<file path="src/rtl/fadd_arbiter.sv">
// rtl/fadd_arbiter.sv - round-robin share of one FP add pipe with in-order tagged responses
//
// Ports:
//   clk, rst_n                     clock, asynchronous active-low reset
//   req_valid_i / req_ready_o      per-requester handshake (ready is the one-hot grant)
//   req_a_i, req_b_i, req_rm_i,
//   req_warpid_i                   packed per-requester fields, requester i at [i*W +: W]
//   pipe_valid_o / pipe_ready_i    issue slot handshake to the add pipe
//   pipe_a_o, pipe_b_o, pipe_rm_o  issued operands and rounding mode
//   pipe_out_valid_i / _ready_o    add pipe result handshake
//   pipe_result_i, pipe_fflags_i   add pipe result and flags
//   rsp_valid_o / rsp_ready_i      tagged response handshake
//   rsp_id_o, rsp_warpid_o         originating requester and warp (tag FIFO head)
//   rsp_result_o, rsp_fflags_o     result and flags passed through from the pipe
//   inflight_o                     tags currently held (issued, not yet responded)
//   err_o                          sticky: pipe produced a result with no tag outstanding
module fadd_arbiter #(
  parameter int NUM_REQ      = 4,
  parameter int EXPWIDTH     = 5,
  parameter int PRECISION    = 3,
  parameter int DEPTH_WARP   = 4,
  parameter int MAX_INFLIGHT = 4,
  localparam int DW  = EXPWIDTH + PRECISION + 1,
  localparam int IDW = $clog2(NUM_REQ),
  localparam int PW  = $clog2(MAX_INFLIGHT),
  localparam int CW  = PW + 1
) (
  input  logic                          clk,
  input  logic                          rst_n,
  input  logic [NUM_REQ-1:0]            req_valid_i,
  output logic [NUM_REQ-1:0]            req_ready_o,
  input  logic [NUM_REQ*DW-1:0]         req_a_i,
  input  logic [NUM_REQ*DW-1:0]         req_b_i,
  input  logic [NUM_REQ*3-1:0]          req_rm_i,
  input  logic [NUM_REQ*DEPTH_WARP-1:0] req_warpid_i,
  output logic                          pipe_valid_o,
  input  logic                          pipe_ready_i,
  output logic [DW-1:0]                 pipe_a_o,
  output logic [DW-1:0]                 pipe_b_o,
  output logic [2:0]                    pipe_rm_o,
  input  logic                          pipe_out_valid_i,
  output logic                          pipe_out_ready_o,
  input  logic [DW-1:0]                 pipe_result_i,
  input  logic [4:0]                    pipe_fflags_i,
  output logic                          rsp_valid_o,
  input  logic                          rsp_ready_i,
  output logic [IDW-1:0]                rsp_id_o,
  output logic [DEPTH_WARP-1:0]         rsp_warpid_o,
  output logic [DW-1:0]                 rsp_result_o,
  output logic [4:0]                    rsp_fflags_o,
  output logic [CW-1:0]                 inflight_o,
  output logic                          err_o
);
  localparam int TW = IDW + DEPTH_WARP;

  logic           slot_free;
  logic           can_grant;
  logic           grant_any;
  logic [IDW-1:0] gnt_idx;
  logic [IDW-1:0] scan_idx;
  logic [IDW-1:0] rr;

  logic [TW-1:0]  tag_mem [MAX_INFLIGHT];
  logic [PW-1:0]  wr_ptr;
  logic [PW-1:0]  rd_ptr;
  logic [CW-1:0]  count;
  logic           fifo_nonempty;
  logic           push;
  logic           pop;

  // The tag count covers the op sitting in the issue slot too, so a full FIFO
  // blocks grants even when the slot could drain this cycle.
  assign slot_free = !pipe_valid_o || pipe_ready_i;
  assign can_grant = slot_free && (count < CW'(MAX_INFLIGHT));

  // Round-robin scan starting at rr; NUM_REQ is a power of two so the index
  // addition wraps on its own.
  always_comb begin
    grant_any   = 1'b0;
    gnt_idx     = '0;
    scan_idx    = '0;
    req_ready_o = '0;
    for (int k = 0; k < NUM_REQ; k++) begin
      scan_idx = rr + IDW'(k);
      if (!grant_any && req_valid_i[scan_idx]) begin
        grant_any = 1'b1;
        gnt_idx   = scan_idx;
      end
    end
    if (!can_grant) grant_any = 1'b0;
    if (grant_any) req_ready_o[gnt_idx] = 1'b1;
  end

  // Issue slot: loads on grant, clears only when it has drained with nothing new.
  always_ff @(posedge clk or negedge rst_n) begin
    if (!rst_n) begin
      pipe_valid_o <= 1'b0;
      pipe_a_o     <= '0;
      pipe_b_o     <= '0;
      pipe_rm_o    <= '0;
      rr           <= '0;
    end else if (grant_any) begin
      pipe_valid_o <= 1'b1;
      pipe_a_o     <= req_a_i[int'(gnt_idx)*DW +: DW];
      pipe_b_o     <= req_b_i[int'(gnt_idx)*DW +: DW];
      pipe_rm_o    <= req_rm_i[int'(gnt_idx)*3 +: 3];
      rr           <= gnt_idx + IDW'(1);
    end else if (slot_free) begin
      pipe_valid_o <= 1'b0;
    end
  end

  // Response path is a pure pass-through; the tag FIFO head names the originator.
  assign fifo_nonempty    = (count != '0);
  assign rsp_valid_o      = pipe_out_valid_i && fifo_nonempty;
  // An orphan result (no tag outstanding) is drained regardless of rsp_ready_i.
  assign pipe_out_ready_o = rsp_ready_i || (pipe_out_valid_i && !fifo_nonempty);
  assign rsp_result_o     = pipe_result_i;
  assign rsp_fflags_o     = pipe_fflags_i;
  assign {rsp_id_o, rsp_warpid_o} = tag_mem[rd_ptr];

  assign push       = grant_any;
  assign pop        = rsp_valid_o && rsp_ready_i;
  assign inflight_o = count;

  always_ff @(posedge clk) begin
    if (push) tag_mem[wr_ptr] <= {gnt_idx, req_warpid_i[int'(gnt_idx)*DEPTH_WARP +: DEPTH_WARP]};
  end

  always_ff @(posedge clk or negedge rst_n) begin
    if (!rst_n) begin
      wr_ptr <= '0;
      rd_ptr <= '0;
      count  <= '0;
      err_o  <= 1'b0;
    end else begin
      if (push) wr_ptr <= wr_ptr + PW'(1);
      if (pop)  rd_ptr <= rd_ptr + PW'(1);
      case ({push, pop})
        2'b10:   count <= count + CW'(1);
        2'b01:   count <= count - CW'(1);
        default: count <= count;
      endcase
      if (pipe_out_valid_i && !fifo_nonempty) err_o <= 1'b1;
    end
  end

endmodule

</file>
<file path="config.mk">
export PLATFORM = sky130hd
export DESIGN_NAME = fadd_arbiter
export DESIGN_NICKNAME = d
export VERILOG_FILES = /design/src/rtl/fadd_arbiter.sv
export SDC_FILE = /design/constraint.sdc
export NUM_CORES = 1
export LEC_CHECK = 0
export BUFFER_PORTS_ARGS = -buffer_cell sky130_fd_sc_hd__buf_2
export CAP_MARGIN = 15
export CORE_MARGIN = 3
export CORE_UTILIZATION = 50
export DETAILED_ROUTE_END_ITERATION = 16
export GPL_TIMING_DRIVEN = 0
export PLACE_DENSITY_LB_ADDON = 0.15
export SYNTH_ARGS = -nofsm -noshare
export SYNTH_HDL_FRONTEND = slang
export SYNTH_SLANG_ARGS = --single-unit
</file>
<file path="constraint.sdc">
create_clock -name clk -period 3.4 [get_ports clk]
set_clock_uncertainty 0.05 [all_clocks]
set_input_delay 0.17 -clock clk [delete_from_list [all_inputs] [get_ports clk]]
set_output_delay 0.17 -clock clk [all_outputs]
set_load 0.1 [all_outputs]
</file>
==> results of run 1 <==
[registers in the layout, summed over array words and instances, names as in the netlist]
name	flops
err_o	1
inflight_o	3
pipe_a_o	9
pipe_b_o	9
pipe_rm_o	3
pipe_valid_o	1
rd_ptr	2
rr	2
tag_mem	24
wr_ptr	2
[path summary, 6_finish.rpt]
path                                        from              to  slack [ns]  cells past startpoint
worst max-delay path                       rr[1]  req_ready_o[2]        0.50                      8
worst min-delay path            pipe_out_valid_i           err_o        0.03                      2
worst max register to register      pipe_valid_o   inflight_o[2]        0.83                     10
worst min register to register             err_o           err_o        0.41                      1
max in group asynchronous                  rst_n     pipe_a_o[3]        2.42                      2
min in group asynchronous                  rst_n           err_o        0.40                      2
[worst max-delay path, cell delays in order (launching register included)]
cell	delay (ns)
dfrtp_1	0.45
nor2b_1	0.17
o21a_2	0.25
nor3_4	0.58
inv_4	0.12
buf_6	0.19
ha_1	0.18
and2_1	0.13
buf_2	0.29
[per-layer routing]
layer | vias up | share of wire, %
met2 | 133 | 49
met4 | 0 | 1.2
met1 | 1478 | 42
met5 | - | 0
met3 | 8 | 7.1
li1 | 1500 | -
[cell families (layout without fill, tap and decap cells)]
| group | after synthesis | after routing |
|---|---|---|
| buffers and inverters | 48 | 217 |
| adders and majority gates | 10 | 10 |
| AOI/OAI and AO/OA | 74 | 74 |
| and+or+nand+nor | 77 | 77 |
| muxes | 39 | 39 |
| DFF | 56 | 56 |
| xor gates and xnor gates | 6 | 6 |
[power by group]
part           total [W]  switching, W  internal, W  leakage [nW]
Sequential       0.00112      0.000123     0.000999         0.608
Combinational    0.00323       0.00250     0.000731          1.44
Clock           0.000378      0.000231     0.000147        0.0445
Total            0.00473       0.00285      0.00188          2.09
[cell usage after synthesis, types with 2 or more instances]
cell	n	area share, %
mux2i_1	33	9.7
dfrtp_1	32	23
nand2_1	31	3.4
edfxtp_1	24	21
a211o_1	21	5.4
nand4_1	21	3.9
o211ai_1	21	4.6
o31ai_1	21	4.6
clkbuf_1	17	1.9
buf_4	14	3.1
and2_1	9	1.7
ha_1	9	3.3
inv_1	6	0.66
mux4_2	6	4.0
nor2_1	5	0.55
o21ai_0	4	0.59
xnor2_1	4	1.0
a21o_1	3	0.66
buf_1	3	0.33
buf_2	3	0.44
nand2b_1	3	0.55
buf_6	2	0.66
inv_2	2	0.22
nor2b_1	2	0.37
xor2_1	2	0.51
[what timing repair did]
item | CTS | global route
hold buffers | 1 | 0
setup buffers | 0 | 0
endpoints found under the hold margin | 32 | 0
[stage by stage]
step | util [%] | instances
detailed placement | 66.3 | 547
global placement | 66.3 | 547
floorplan | - | 310
CTS | 67.9 | 556
finish | 67.9 | 556
global route | 67.9 | 556
[area by class of cell]
type,instances,area [µm²],area share [%]
buffer,39,218,4.94
clock inverter,3,21.3,0.482
multi-input combinational,206,1640,37.1
sequential,56,1520,34.5
timing repair buffer,161,811,18.4
inverter,9,36.3,0.823
clock buffer,5,68.8,1.56
tap,77,96.3,2.19
==> results.cfg, run 1 <==
[global_route]
grt_use_total_pct = 22.4
grt_max_degree = 33
met1_usage_pct = 31.1
grt_pass1_vias = 2929
grt-busiest-layer = met2
grt_overflow_total = 0
met3_usage_pct = 4.38
grtUsageMet2_pct = 36.5
grt_pass1_wl_mm = 13.8
antenna_found_initial = 0

[cells_and_area]
syn_to_final_growth_pct = 29.3
final.fill_count = 533
stdcell_area_um2 = 4410
n_antenna_cell = 0
post_route_cells_drive_above_1_share_pct = 42.4
final_common_cell = buf_2
final_cell_mix = buf_2, mux2i_1, dfrtp_1
final_nets = 611

[worst_setup_path]
path_max_fanout = 12
worstPathArrival_ns = 2.68
required_ns = 3.18
path_class = reg -> out
end_kind = output port
crit_path_start_kind = flip-flop

[clock_network]
root_buffer = clkbuf_8
clkLatencyLatePin_ns = 0.31
cts.sinks = 56
cts_resized = 0
cts_buffers = 5
cts_buffer_depth = 2
htreeDepth = 2
clk_pin_slew_ns = 0.10
cts_tree = built

[placed_design]
gp_congestion = 0.800
dp_slack_ns = 0.596
placed_area_um2 = 4310
io_buffers = 160
dp_hpwl_mm = 6.83

[detailed_routing]
drcViolationCount = 0
wire_per_inst_um = 15.9
drtIter0Drc = 183
dr.pass1.iters = 4
routed_via_density = 5.61
ant_nets = 0
finalWirelength_mm = 8.82
vias = 3119

[synth]
synth_nets = 443
yosysWarnings = 0
synth_compound_area_share_pct = 16.9
yosys.area_share.simple_pct = 11.9
async_flop_share_pct = 57.1
syn-cell-area_um2 = 3410
syn_area_per_cell_um2 = 11.0
ys_seq_elements = 56
syn_inst = 310
synth_edf_count = 24
muxShareOfSynthArea_pct = 13.7
synth_fa_ha_area_share_pct = 3.89
synth_top_flop_cell = dfrtp_1
synth-xor-area-share_pct = 1.54
yosysUniqueCellTypes = 37
synth-seq-area-share_pct = 44.6
synth_top_family_by_area = compound AO/OA/AOI/OAI gates

[timing]
worst_pin_slew_ns = 0.746
worst_slack_ns = 0.504
rsz0062_at_grt = no
setup_tns_ns = 0
max_freq_mhz = 345
post-route-period-util_pct = 85.2
slew_headroom_pct = 50.3
drv_slew = 0
fin_hold_ws_ns = 0.0343
hold_viol = 0
final.min_clock_period_ns = 2.90
finalSetupViolCount = 0

[floorplan]
std_cell_rows = 29
core-area_um2 = 6490
dieArea_um2 = 7850
ios = 175
die_x_um = 88.6
initial_core_util_pct = 52.5
chipHeight_um = 88.6

[pwr]
ir_worst_vdd_mv = 0.648
leakage_nw = 2.09
powerDensity_nw_per_um2 = 1070
fin_total_pwr_w = 0.00473

[run_status]
status = finished clean

[flow_run]
maxCapViolations = 0

[worst_hold_path]
hold_class = in -> reg
(Power assumes the default switching activity.)
==> run 2: changes to the inputs <==
--- a/config.mk
+++ b/config.mk
@@ -5,10 +5,10 @@
 export SDC_FILE = /design/constraint.sdc
 export NUM_CORES = 1
 export LEC_CHECK = 0
-export BUFFER_PORTS_ARGS = -buffer_cell sky130_fd_sc_hd__buf_2
+export BUFFER_PORTS_ARGS = -buffer_cell sky130_fd_sc_hd__buf_4
 export CAP_MARGIN = 15
 export CORE_MARGIN = 3
-export CORE_UTILIZATION = 50
+export CORE_UTILIZATION = 25
 export DETAILED_ROUTE_END_ITERATION = 16
 export GPL_TIMING_DRIVEN = 0
 export PLACE_DENSITY_LB_ADDON = 0.15
==> run 2 against run 1 <==
Compared with the run above: flip-flop and latch count unchanged; via count shrank 2.6%; register-to-register slack better by 0.06 ns; global-route usage is 8.3 points lower; fmax rose by 1.2%; routed wire length up 21%; setup slack gained 0.034 ns; critical path depth is the same; critical endpoint unchanged; count of clock-buffer cells in the layout did not move.
==> results.cfg, run 2 (synthesis results as in run 1) <==
[run_status]
status = finished clean

[cells_and_area]
final_cell_mix = buf_4, mux2i_1, dfrtp_1
top_regs = tag_mem (24), pipe_a_o (9), pipe_b_o (9)
largest_reg_flops = 24
regMostFlops = tag_mem
n_antenna_cell = 0
final_nets = 611
post_route_cells_drive_above_1_share_pct = 42.4
syn_to_final_growth_pct = 47.1
stdcell_area_um2 = 5020
final_common_cell = buf_4

[clock_network]
htreeDepth = 2
root_buffer = clkbuf_16
clkLatencyLatePin_ns = 0.30
clk_pin_slew_ns = 0.07
cts_buffers = 5
ctsHoldBuffers = 1
cts_buffer_depth = 2
cts_setup_buffers = 0
cts_resized = 0
cts_tree = built
cts.sinks = 56

[pwr]
seq_power_share_pct = 21.8
combPwrFrac_pct = 66.4
ir_worst_vdd_mv = 0.499
pwr-share-clk_pct = 11.8
leakage_nw = 2.26
switching_share_pct = 56.6
powerDensity_nw_per_um2 = 1030
power_switching_w = 0.00293
internal_power_w = 0.00224

[floorplan]
dieArea_um2 = 15100
core-area_um2 = 13300
initial_core_util_pct = 25.6
chipHeight_um = 123
std_cell_rows = 42
ios = 175
die_x_um = 123

[detailed_routing]
wire_per_inst_um = 16.2
ant_nets = 0
routed_via_density = 4.64
finalWirelength_mm = 10.6
vias = 3037
dr.pass1.iters = 4
drtIter0Drc = 93
drcViolationCount = 0

[timing]
setup_tns_ns = 0
post-route-period-util_pct = 84.2
slew_headroom_pct = 52.0
worst_pin_slew_ns = 0.718
hold_viol = 0
rsz0062_at_grt = no
max_freq_mhz = 349
drv_slew = 0
final.min_clock_period_ns = 2.86
finalSetupViolCount = 0

[worst_setup_path]
path_max_fanout = 12
end_kind = output port
required_ns = 3.18
worstPathArrival_ns = 2.64
path_class = reg -> out
crit_path_start_kind = flip-flop

[global_route]
grt_pass1_vias = 3254
grt_max_degree = 33
grt_overflow_total = 0
grt_pass1_wl_mm = 16.5
grt_use_total_pct = 14.1
antenna_found_initial = 0

[placed_design]
gp_congestion = 0.787
dp_hpwl_mm = 8.32
io_buffers = 160
placed_area_um2 = 4830

[worst_hold_path]
hold_class = in -> reg

[flow_run]
maxCapViolations = 0
[run 2: cell types whose count changed in the layout (fill, tap and decap cells not counted), sizes merged]
cell      previous run  this run
bufinv               0         1
clkinv               1         2
clkinvlp             1         0
inv                 10         9
[run 2: metrics by stage]
stage | setup WS, ns | hold slack, ns | instances | power [W] | util, %
after floorplan | 0.00401 | -0.176 | 310 | 0.00380 | -
after global placement | 0.633 | 0.108 | 646 | 0.00458 | 36.4
after detailed placement | 0.583 | 0.112 | 646 | 0.00462 | 36.4
after CTS | 0.503 | 0.0359 | 655 | 0.00523 | 37.7
after global routing | 0.378 | 0.0520 | 655 | 0.00547 | 37.7
final | 0.538 | 0.0417 | 655 | 0.00517 | 37.7
[run 2: path summary, 6_finish.rpt]
path / from / end / slack [ns] / cells after the start
max: rr[1] / req_ready_o[2] / 0.54 / 8
min: pipe_out_valid_i / err_o / 0.04 / 2
max reg2reg: inflight_o[2] / inflight_o[2] / 0.89 / 10
min reg2reg: err_o / err_o / 0.42 / 1
max in group asynchronous: rst_n / rd_ptr[1] / 2.66 / 2
min in group asynchronous: rst_n / pipe_b_o[5] / 0.31 / 2
[run 2: final cells by class]
type                            count  area (µm²)
Buffer                             39         218
Clock buffer                        5         125
Clock inverter                      3        47.5
Fill cell                        1343        8280
Inverter                            9        36.3
Multi-Input combinational cell    206        1640
Sequential cell                    56        1520
Tap cell                          176         220
Timing Repair Buffer              161        1210
[run 2: power by group through the flow]
stage / combinational (W) / sequential, W / clock, W
after CTS: 0.00348 / 0.00114 / 0.000619
after global routing: 0.00366 / 0.00116 / 0.000649
after global placement: 0.00343 / 0.00114 / 0
after floorplan: 0.00165 / 0.00216 / 0
after detailed placement: 0.00348 / 0.00114 / 0
final: 0.00343 / 0.00113 / 0.000609
[run 2: worst max-delay path, cell delays in order, from the launching register on]
cell and delay, ns:
dfrtp_1 0.45, nor2b_1 0.17, o21a_2 0.25, nor3_4 0.61
inv_4 0.10, buf_6 0.19, ha_1 0.18, and2_1 0.16
buf_4 0.24
[run 2: routing by layer]
metal  routed length (µm)  vias to the layer above  track usage, %
li1                     -                     1493               -
met1                 4340                     1415            17.2
met2                 5070                      123            23.3
met3                 1110                        6            5.67
met4                  110                        0            3.15
met5                    0                        -               0
